<file path="config.mk">
export PLATFORM = sky130hd
export DESIGN_NAME = fetch_ctrl
export DESIGN_NICKNAME = d
export VERILOG_FILES = /design/src/rtl/fetch_ctrl_pkg.sv /design/src/rtl/fetch_buf.sv /design/src/rtl/fetch_ctrl.sv
export SDC_FILE = /design/constraint.sdc
export NUM_CORES = 1
export LEC_CHECK = 0
export CAP_MARGIN = 10
export CORE_MARGIN = 4
export CORE_UTILIZATION = 54
export CTS_BUF_LIST = sky130_fd_sc_hd__clkbuf_8
export DETAILED_ROUTE_END_ITERATION = 16
export PLACE_DENSITY = 0.95
export SLEW_MARGIN = 20
export SYNTH_ARGS = -nofsm -noshare
export SYNTH_HDL_FRONTEND = slang
export SYNTH_SLANG_ARGS = --single-unit
</file>
<file path="constraint.sdc">
create_clock -name CLK -period 5.56 [get_ports CLK]
set_clock_uncertainty 0.1 [all_clocks]
set_input_delay 0.834 -clock CLK [delete_from_list [all_inputs] [get_ports CLK]]
set_output_delay 0.834 -clock CLK [all_outputs]
set_load 0.01 [all_outputs]
</file>
<file path="src/rtl/fetch_ctrl_pkg.sv">
// Shared types and constants for the instruction fetch controller.
package fetch_ctrl_pkg;

   typedef enum logic [1:0] {
      ST_IDLE  = 2'd0,
      ST_FETCH = 2'd1,
      ST_REDIR = 2'd2
   } state_e;

   localparam logic [3:0] OP_ADD = 4'h2;
   localparam logic [3:0] OP_SUB = 4'h6;
   localparam logic [3:0] OP_BNE = 4'hE;
   localparam logic [3:0] OP_NOP = 4'hF;

   localparam logic [15:0] NOP_WORD = {OP_NOP, 12'h000};

   localparam int unsigned BUF_DEPTH   = 2;
   localparam int unsigned BUF_CNT_W   = 2;
   localparam int unsigned FETCH_CNT_W = 8;

endpackage

</file>
<file path="src/rtl/fetch_buf.sv">
// Two-entry instruction buffer; the head registers feed decode directly
// and read as a NOP at PC 0 whenever the buffer is empty.
module fetch_buf
   import fetch_ctrl_pkg::*;
#(
   parameter int unsigned PC_W = 6,
   parameter int unsigned IW   = 16
) (
   input  logic                 clk_i,
   input  logic                 rst_i,
   input  logic                 push_i,
   input  logic                 pop_i,
   input  logic                 flush_i,
   input  logic [IW-1:0]        push_instr_i,
   input  logic [PC_W-1:0]      push_pc_i,
   output logic [BUF_CNT_W-1:0] count_o,
   output logic [IW-1:0]        head_instr_o,
   output logic [PC_W-1:0]      head_pc_o
);

   logic [BUF_CNT_W-1:0] cnt_q, cnt_d;
   logic [IW-1:0]        head_instr_q, head_instr_d;
   logic [PC_W-1:0]      head_pc_q, head_pc_d;
   logic [IW-1:0]        tail_instr_q, tail_instr_d;
   logic [PC_W-1:0]      tail_pc_q, tail_pc_d;
   logic                 pop_ok;
   logic                 full;
   logic                 empty;

   assign empty  = (cnt_q == '0);
   assign full   = (cnt_q == BUF_CNT_W'(BUF_DEPTH));
   assign pop_ok = pop_i && !empty;

   // Next buffer contents; a flush wins over any push or pop
   always_comb begin
      cnt_d        = cnt_q;
      head_instr_d = head_instr_q;
      head_pc_d    = head_pc_q;
      tail_instr_d = tail_instr_q;
      tail_pc_d    = tail_pc_q;
      if (flush_i) begin
         cnt_d        = '0;
         head_instr_d = IW'(NOP_WORD);
         head_pc_d    = '0;
      end else begin
         case ({push_i, pop_ok})
            2'b11: begin
               if (full) begin
                  head_instr_d = tail_instr_q;
                  head_pc_d    = tail_pc_q;
                  tail_instr_d = push_instr_i;
                  tail_pc_d    = push_pc_i;
               end else begin
                  head_instr_d = push_instr_i;
                  head_pc_d    = push_pc_i;
               end
            end
            2'b01: begin
               cnt_d = cnt_q - BUF_CNT_W'(1);
               if (full) begin
                  head_instr_d = tail_instr_q;
                  head_pc_d    = tail_pc_q;
               end else begin
                  head_instr_d = IW'(NOP_WORD);
                  head_pc_d    = '0;
               end
            end
            2'b10: begin
               if (!full) begin
                  cnt_d = cnt_q + BUF_CNT_W'(1);
                  if (empty) begin
                     head_instr_d = push_instr_i;
                     head_pc_d    = push_pc_i;
                  end else begin
                     tail_instr_d = push_instr_i;
                     tail_pc_d    = push_pc_i;
                  end
               end
            end
            default: begin
            end
         endcase
      end
   end

   always_ff @(posedge clk_i) begin
      if (rst_i) begin
         cnt_q        <= '0;
         head_instr_q <= IW'(NOP_WORD);
         head_pc_q    <= '0;
         tail_instr_q <= IW'(NOP_WORD);
         tail_pc_q    <= '0;
      end else begin
         cnt_q        <= cnt_d;
         head_instr_q <= head_instr_d;
         head_pc_q    <= head_pc_d;
         tail_instr_q <= tail_instr_d;
         tail_pc_q    <= tail_pc_d;
      end
   end

   assign count_o      = cnt_q;
   assign head_instr_o = head_instr_q;
   assign head_pc_o    = head_pc_q;

endmodule

</file>
<file path="src/rtl/fetch_ctrl.sv">
// Instruction fetch controller: sequential PC, branch redirect with a
// one-cycle bubble, and a two-entry buffer toward decode.
module fetch_ctrl
   import fetch_ctrl_pkg::*;
#(
   parameter int unsigned PC_W     = 6,
   parameter int unsigned IW       = 16,
   parameter int unsigned RESET_PC = 0
) (
   input  logic                   CLK,
   input  logic                   RST,
   input  logic                   EN,
   output logic [PC_W-1:0]        PCI,
   input  logic [IW-1:0]          INSTR,
   input  logic                   BR_TAKEN,
   input  logic [PC_W-1:0]        BR_TARGET,
   output logic [IW-1:0]          IR,
   output logic [PC_W-1:0]        IR_PC,
   output logic                   IR_VALID,
   input  logic                   IR_READY,
   output logic [FETCH_CNT_W-1:0] FETCH_CNT
);

   state_e                 state_q, state_d;
   logic [PC_W-1:0]        pc_q, pc_d;
   logic [FETCH_CNT_W-1:0] fcnt_q, fcnt_d;
   logic [BUF_CNT_W-1:0]   buf_cnt;
   logic                   xfer_c;
   logic                   push_c;
   logic                   pop_c;
   logic                   flush_c;
   logic                   room_c;

   // State register
   always_ff @(posedge CLK) begin
      if (RST) state_q <= ST_IDLE;
      else     state_q <= state_d;
   end

   // Next state; a branch redirect overrides everything else
   always_comb begin
      state_d = state_q;
      if (BR_TAKEN) begin
         state_d = ST_REDIR;
      end else begin
         case (state_q)
            ST_IDLE:  state_d = EN ? ST_FETCH : ST_IDLE;
            ST_FETCH: state_d = EN ? ST_FETCH : ST_IDLE;
            ST_REDIR: state_d = EN ? ST_FETCH : ST_IDLE;
            default:  state_d = ST_IDLE;
         endcase
      end
   end

   // Buffer control and PC / counter next values
   always_comb begin
      xfer_c  = IR_VALID && IR_READY;
      room_c  = (buf_cnt < BUF_CNT_W'(BUF_DEPTH)) || xfer_c;
      flush_c = BR_TAKEN;
      pop_c   = xfer_c && !BR_TAKEN;
      push_c  = (state_q == ST_FETCH) && EN && !BR_TAKEN && room_c;
      pc_d    = pc_q;
      fcnt_d  = fcnt_q;
      if (BR_TAKEN) begin
         pc_d = BR_TARGET;
      end else if (push_c) begin
         pc_d = pc_q + PC_W'(1);
      end
      if (push_c) begin
         fcnt_d = fcnt_q + FETCH_CNT_W'(1);
      end
   end

   always_ff @(posedge CLK) begin
      if (RST) begin
         pc_q   <= PC_W'(RESET_PC);
         fcnt_q <= '0;
      end else begin
         pc_q   <= pc_d;
         fcnt_q <= fcnt_d;
      end
   end

   fetch_buf #(
      .PC_W (PC_W),
      .IW   (IW)
   ) u_buf (
      .clk_i        (CLK),
      .rst_i        (RST),
      .push_i       (push_c),
      .pop_i        (pop_c),
      .flush_i      (flush_c),
      .push_instr_i (INSTR),
      .push_pc_i    (pc_q),
      .count_o      (buf_cnt),
      .head_instr_o (IR),
      .head_pc_o    (IR_PC)
   );

   assign PCI       = pc_q;
   assign IR_VALID  = (buf_cnt != '0);
   assign FETCH_CNT = fcnt_q;

endmodule
</file>
### Word level (Yosys, flattened, before mapping)

Cells that the tools add are included.

| word-level totals | value |
|---|---|
| bits of input ports | 27 |
| flip-flop bits (word level) | 62 |
| bits in read-only memories | 0 |
| latch bits | 0 |
| RAM bits | 0 |
| memories kept | 0 |
| output and inout bits | 37 |

| cells by class | value |
|---|---|
| multipliers | 0 |
| magnitude comparators | 1 |
| bitwise operators | 2 |
| div/mod/pow operators | 0 |
| multiplexer cells | 25 |
| add/sub/neg operators | 4 |
| shift operators | 0 |
| equality and inequality tests | 10 |
| reduce and logical (&&, ||, !) cells | 22 |

Operator list:

| operator | count |
|---|---|
| 16-bit two-way mux | 7 |
| 6-bit two-way mux | 9 |
| 16-bit one-hot mux with 3 select lines | 1 |
| 16-bit one-hot mux with 2 select lines | 1 |
| 6-bit one-hot mux with 3 select lines | 1 |
| 6-bit one-hot mux with 2 select lines | 1 |
| 8-bit by 1-bit adder with 8-bit output (second input constant) | 1 |
| 2-bit == test (second input constant) | 4 |
| 2-bit nonzero test | 4 |
| 6-bit by 1-bit adder with 6-bit output (second input constant) | 1 |
| 1-bit logical AND | 6 |
| 3-bit OR reduction | 2 |
| 5-bit AND reduction | 1 |
| 2-bit by 1-bit == test with 1-bit output (second input constant) | 2 |
| 2-bit logical NOT | 2 |
| 2-bit two-way mux | 2 |
| 2-bit by 1-bit inequality test with 1-bit output (second input constant) | 2 |
| 2-bit inequality test (second input constant) | 2 |
| 2-bit one-hot mux with 2 select lines | 1 |
| 3-bit AND reduction | 1 |
| 3-bit nonzero test | 1 |
| 2-bit by 1-bit adder with 2-bit output (second input constant) | 1 |
| 1-bit logical NOT | 2 |
| 2-bit < comparator (second input constant) | 1 |
| 6 further kinds | 8 |

### Longest topological paths before layout

| depth | value |
|---|---|
| word-level depth | 7 |
| depth in mapped cells | 12 |

### By module

Synthesis repeated with hierarchy kept, for this count alone.

| unflattened totals | value |
|---|---|
| cell total of the unflattened synthesis | 349 |
| area, all modules | 3,140.5 µm² |

By module, submodules not included:

| module | instances | cells an instance | seq. area each (µm²) | area an instance (µm²) |
|---|---|---|---|---|
| fetch_buf | 1 | 258 | 920.9 | 2,338.5 |
| fetch_ctrl | 1 | 91 | 320.3 | 802.0 |

### Worst setup path after synthesis

OpenSTA, ideal clock, no wires.

| path | value |
|---|---|
| path kind | input port to flip-flop |
| start point | input BR_TAKEN |
| end point | register u_buf.tail_instr_q[10] |
| library setup time | 128 ps |
| required time | 5,332 ps |
| arrival time | 3,030 ps |
| stages on the path | 11 |
| path slack | 2,303 ps |
| path through | nand3b_1 > or3_1 > buf_2 > inv_1 > ha_1 > clkbuf_1 > nand3b_1 > a21oi_2 > buf_2 > mux2i_1 > nor2_1 |

| on the way | value |
|---|---|
| word-level cells in the longest chain between the ends | 6 |
| elaborated cells on any way between the ends | 14 |
| classes of those cells | 5 x eq/ne; 1 x mux; 1 x bitwise; 7 x reduce/logical |

RTL lines:

| what | line | RTL |
|---|---|---|
| start, declared | fetch_ctrl.sv:15 | `input logic BR_TAKEN,` |
| 1-bit logical NOT (*) | fetch_ctrl.sv:61 | `push_c = (state_q == ST_FETCH) && EN && !BR_TAKEN && room_c;` |
| 1-bit logical AND (*) (2 in series) | fetch_ctrl.sv:61 |  |
| net push_c | fetch_ctrl.sv:29 | `logic push_c;` |
| 2-bit == test | fetch_buf.sv:46 | `case ({push_i, pop_ok})` |
| 2-bit inequality test (no source line), or another cell as far along | n/a |  |
| 5-bit AND reduction (no source line) | n/a |  |
| end signal, assigned | fetch_buf.sv:91 | `tail_instr_q <= IW'(NOP_WORD);` |
| end signal, assigned | fetch_buf.sv:97 | `tail_instr_q <= tail_instr_d;` |
| end, declared | fetch_buf.sv:24 | `logic [IW-1:0] tail_instr_q, tail_instr_d;` |

Mark *: on every way through the listed nets, which the timed path passes. The rest lies on a longest branch.
A chain may end at the register's enable or synchronous reset.

### Worst setup path after layout

| path | value |
|---|---|
| start point | input BR_TAKEN |
| end point | register u_buf.tail_instr_q[11] |

The elaborated chain is that of the path after synthesis.

==> impl_metrics.ini <==
[run_status]
status = complete, no violations

[layout]
area_growth_syn_to_layout_pct = 32.5
drive_gt1_share_pct = 6.25
layout_common_cells = clkdlybuf4s50_1 (63), dfxtp_1 (62), nor2_1 (37)
antenna_cells = 0
stdcell_area_sq_um = 3510
n_fill_cell = 335
layout_commonest_cell = clkdlybuf4s50_1
nNetsFinal = 365

[synth]
yosys_warnings = 0
async_flop_share_pct = 0
yosysUniqueCellTypes = 40
synth_ff_type = dfxtp_1
synth_top_area_share_pct = 46.9
synth-edff-count = 0
syn-instance-count = 275
synth_area_leaders = dfxtp_1 (47%), mux2i_1 (7.2%), o2bb2ai_1 (6.0%), nor2_1 (5.2%), a22oi_1 (5.1%)
synth_area_sq_um = 2650
synth-seq-area-share_pct = 46.9
syn-num-nets = 308
yosys.area.top_type = dfxtp_1
synth_area_per_cell_sq_um = 9.62
ys_seq_elements = 62

[global_routing]
grt_usage_pct = 22.2
antenna_found_initial = 0
grt_pass1_wl_um = 10700
grt_max_degree = 44
grt-ovfl-total = 0
grt_pass1_vias = 2317

[route]
wl_um = 6370
vias = 2346
first_iter_violations = 140
drtPass1Iterations = 4
routedWlPerCell_um = 15.8
ant_nets = 0
via_per_inst = 5.82
drc = 0

[worst_setup_path]
r2r_slack_ns = 2.40
crit_chain = clkdlybuf4s50_1 > nand3b_1 > or3_1 > inv_1 > ha_1 > nand3b_1 > a21oi_4 > mux2i_1 > nor2_1
r2r-start = u_buf.count_o[1]
critPathMaxFanout = 26
rr_worst_depth = 8
cp_common_cell = nand3b_1
path_class = in -> reg
critPathRequiredTime_ns = 5.67
worst_setup_path_end_kind = flop
crit_arrival_ns = 3.99
critPathMaxStageDelay_ns = 0.77
r2r_end = u_buf.tail_instr_q[11]
crit_slowest_cell = a21oi_4
crit_path_start_kind = primary input

[pwr]
finalPower_w = 0.000923
combPwrFrac_pct = 6.9
p_sw_w = 0.000198
seqPwrFrac_pct = 49.5
p_int_w = 0.000725
switching_share_pct = 21.4
ir_drop_mv = 0.181
p_leak_nw = 1.20
clkPwrFrac_pct = 43.6
p_per_area_nw_per_um2 = 263

[sta]
relSlewSlack_pct = 38.0
drv_slew = 0
hold_slack_ns = 0.365
finalSetupViolCount = 0
worst_pin_slew_ns = 0.928
hold_violations = 0
period_minus_slack_ns = 3.87
rsz0062_at_grt = false
fmax_mhz = 258
finalSetupTns_ns = 0
final.setup.worst_slack_ns = 1.69
timing.final.crit_share_pct = 69.7

[job]
maxCapViolCount = 0

[placed_design]
dp_hpwl_um = 4250
portBuffers = 63
dp_slack_ns = 1.42
place_area_sq_um = 3300
gp_congestion = 0.832

[clock_tree]
htreeDepth = 3
clk_latency_ns = 0.33
cts_tree = built
cts.sinks = 62
cts-root-buf = clkbuf_8
post_cts_resized = 0
cts_buffer_depth = 2
cts.clk_slew.worst_paths_ns = 0.07
cts_setup_buffers = 0
cts_buffers = 9
hold_buffers = 0

[floorplan]
row_count = 25
die_x_um = 78.0
die-area_sq_um = 6080
pin_count = 64
die_height_um = 78.0
core_area_sq_um = 4720
initial_utilization_pct = 56.0

[min_path]
min_to = u_buf.head_instr_o[2]
whs_path_depth = 1
hold_class = reg -> reg
min-delay-start = u_buf.head_instr_o[2]
==> cell type report <==
class | count | area, sq um | share of cell area, %
inverters | 3 | 11.3 | 0.321
flip-flops and latches | 62 | 1240 | 35.4
well taps | 67 | 83.8 | 2.39
repair buffers | 65 | 646 | 18.4
clock inverters | 3 | 42.5 | 1.21
clock buffers | 12 | 165 | 4.71
multi-input cells | 191 | 1320 | 37.6
==> synthesized netlist by cell type (2+ instances only) <==
library cell / number
dfxtp_1: 62
nor2_1: 37
mux2i_1: 19
a22oi_1: 18
o2bb2ai_1: 18
clkbuf_1: 13
nand2_1: 13
a21oi_1: 12
xnor2_1: 8
ha_1: 6
nor3_1: 6
a211oi_1: 5
a22o_1: 4
buf_2: 4
nand2b_1: 4
nand3_1: 4
nand3b_1: 4
o22a_1: 4
inv_1: 3
nor4_1: 3
and3_1: 2
nor4b_1: 2
o21a_1: 2
o21ai_0: 2
o31ai_1: 2
or2_2: 2
or3_1: 2
or4_1: 2
==> worst max-delay path by stage <==
stage          cells past startpoint  slack (ns)      from                     end
2_1_floorplan                     11        2.30  BR_TAKEN  u_buf.tail_instr_q[10]
3_3_place_gp                       9        1.55  BR_TAKEN      u_buf.tail_pc_q[2]
3_5_place_dp                       9        1.42  BR_TAKEN  u_buf.tail_instr_q[11]
4_1_cts                            9        1.72  BR_TAKEN   u_buf.tail_instr_q[6]
5_1_grt                            9        1.49  BR_TAKEN   u_buf.tail_instr_q[3]
6_report                           9        1.69  BR_TAKEN  u_buf.tail_instr_q[11]
==> worst max-delay path: cells and delay by family <==
family / cells / cell delay [ns]
simple gates: 4 / 0.98
compound gates: 1 / 0.77
buf+inv: 2 / 0.73
fa+ha+maj: 1 / 0.36
mux: 1 / 0.30
==> power by group through the flow <==
stage / Combinational (W) / Sequential [W] / Clock [W]
global placement: 0.0000631 / 0.000466 / 0
global route: 0.0000697 / 0.000457 / 0.000430
finish: 0.0000641 / 0.000456 / 0.000402
floorplan: 0.0000275 / 0.000466 / 0
CTS: 0.0000642 / 0.000456 / 0.000409
detailed placement: 0.0000637 / 0.000466 / 0
==> flip-flops by register name, indices dropped and copies added (netlist names) <==
name / count
u_buf.head_instr_o: 16
u_buf.tail_instr_q: 16
FETCH_CNT: 8
PCI: 6
u_buf.head_pc_o: 6
u_buf.tail_pc_q: 6
state_q: 2
u_buf.count_o: 2
==> stage by stage <==
step                std cells  util [%]
CTS                       403      74.3
global placement          388      69.9
floorplan                 275         -
finish                    403      74.3
global route              403      74.3
detailed placement        388      69.9
==> per-layer routing <==
layer  vias to the layer above  wire [um]  GRT usage (%)
li1                       1118          -              -
met1                      1128       2790           26.8
met2                        89       3090           35.7
met3                        11        395           6.50
met4                         0         95           11.2
met5                         -          0              0
==> logic make-up after synthesis <==
| logic type | count (synthesis) | share of synthesized area [%] |
|---|---|---|
| multiplexers | 19 | 7.19 |
| buffers and inverters | 22 | 3.59 |
| AND/OR/NAND/NOR | 86 | 16.3 |
| AO/OA/AOI/OAI | 71 | 20.2 |
| flip-flops | 62 | 46.9 |
| XOR/XNOR | 9 | 2.98 |
| adder cells (fa/ha/maj) | 6 | 2.84 |
No activity file was read; power rests on OpenSTA's default activity.
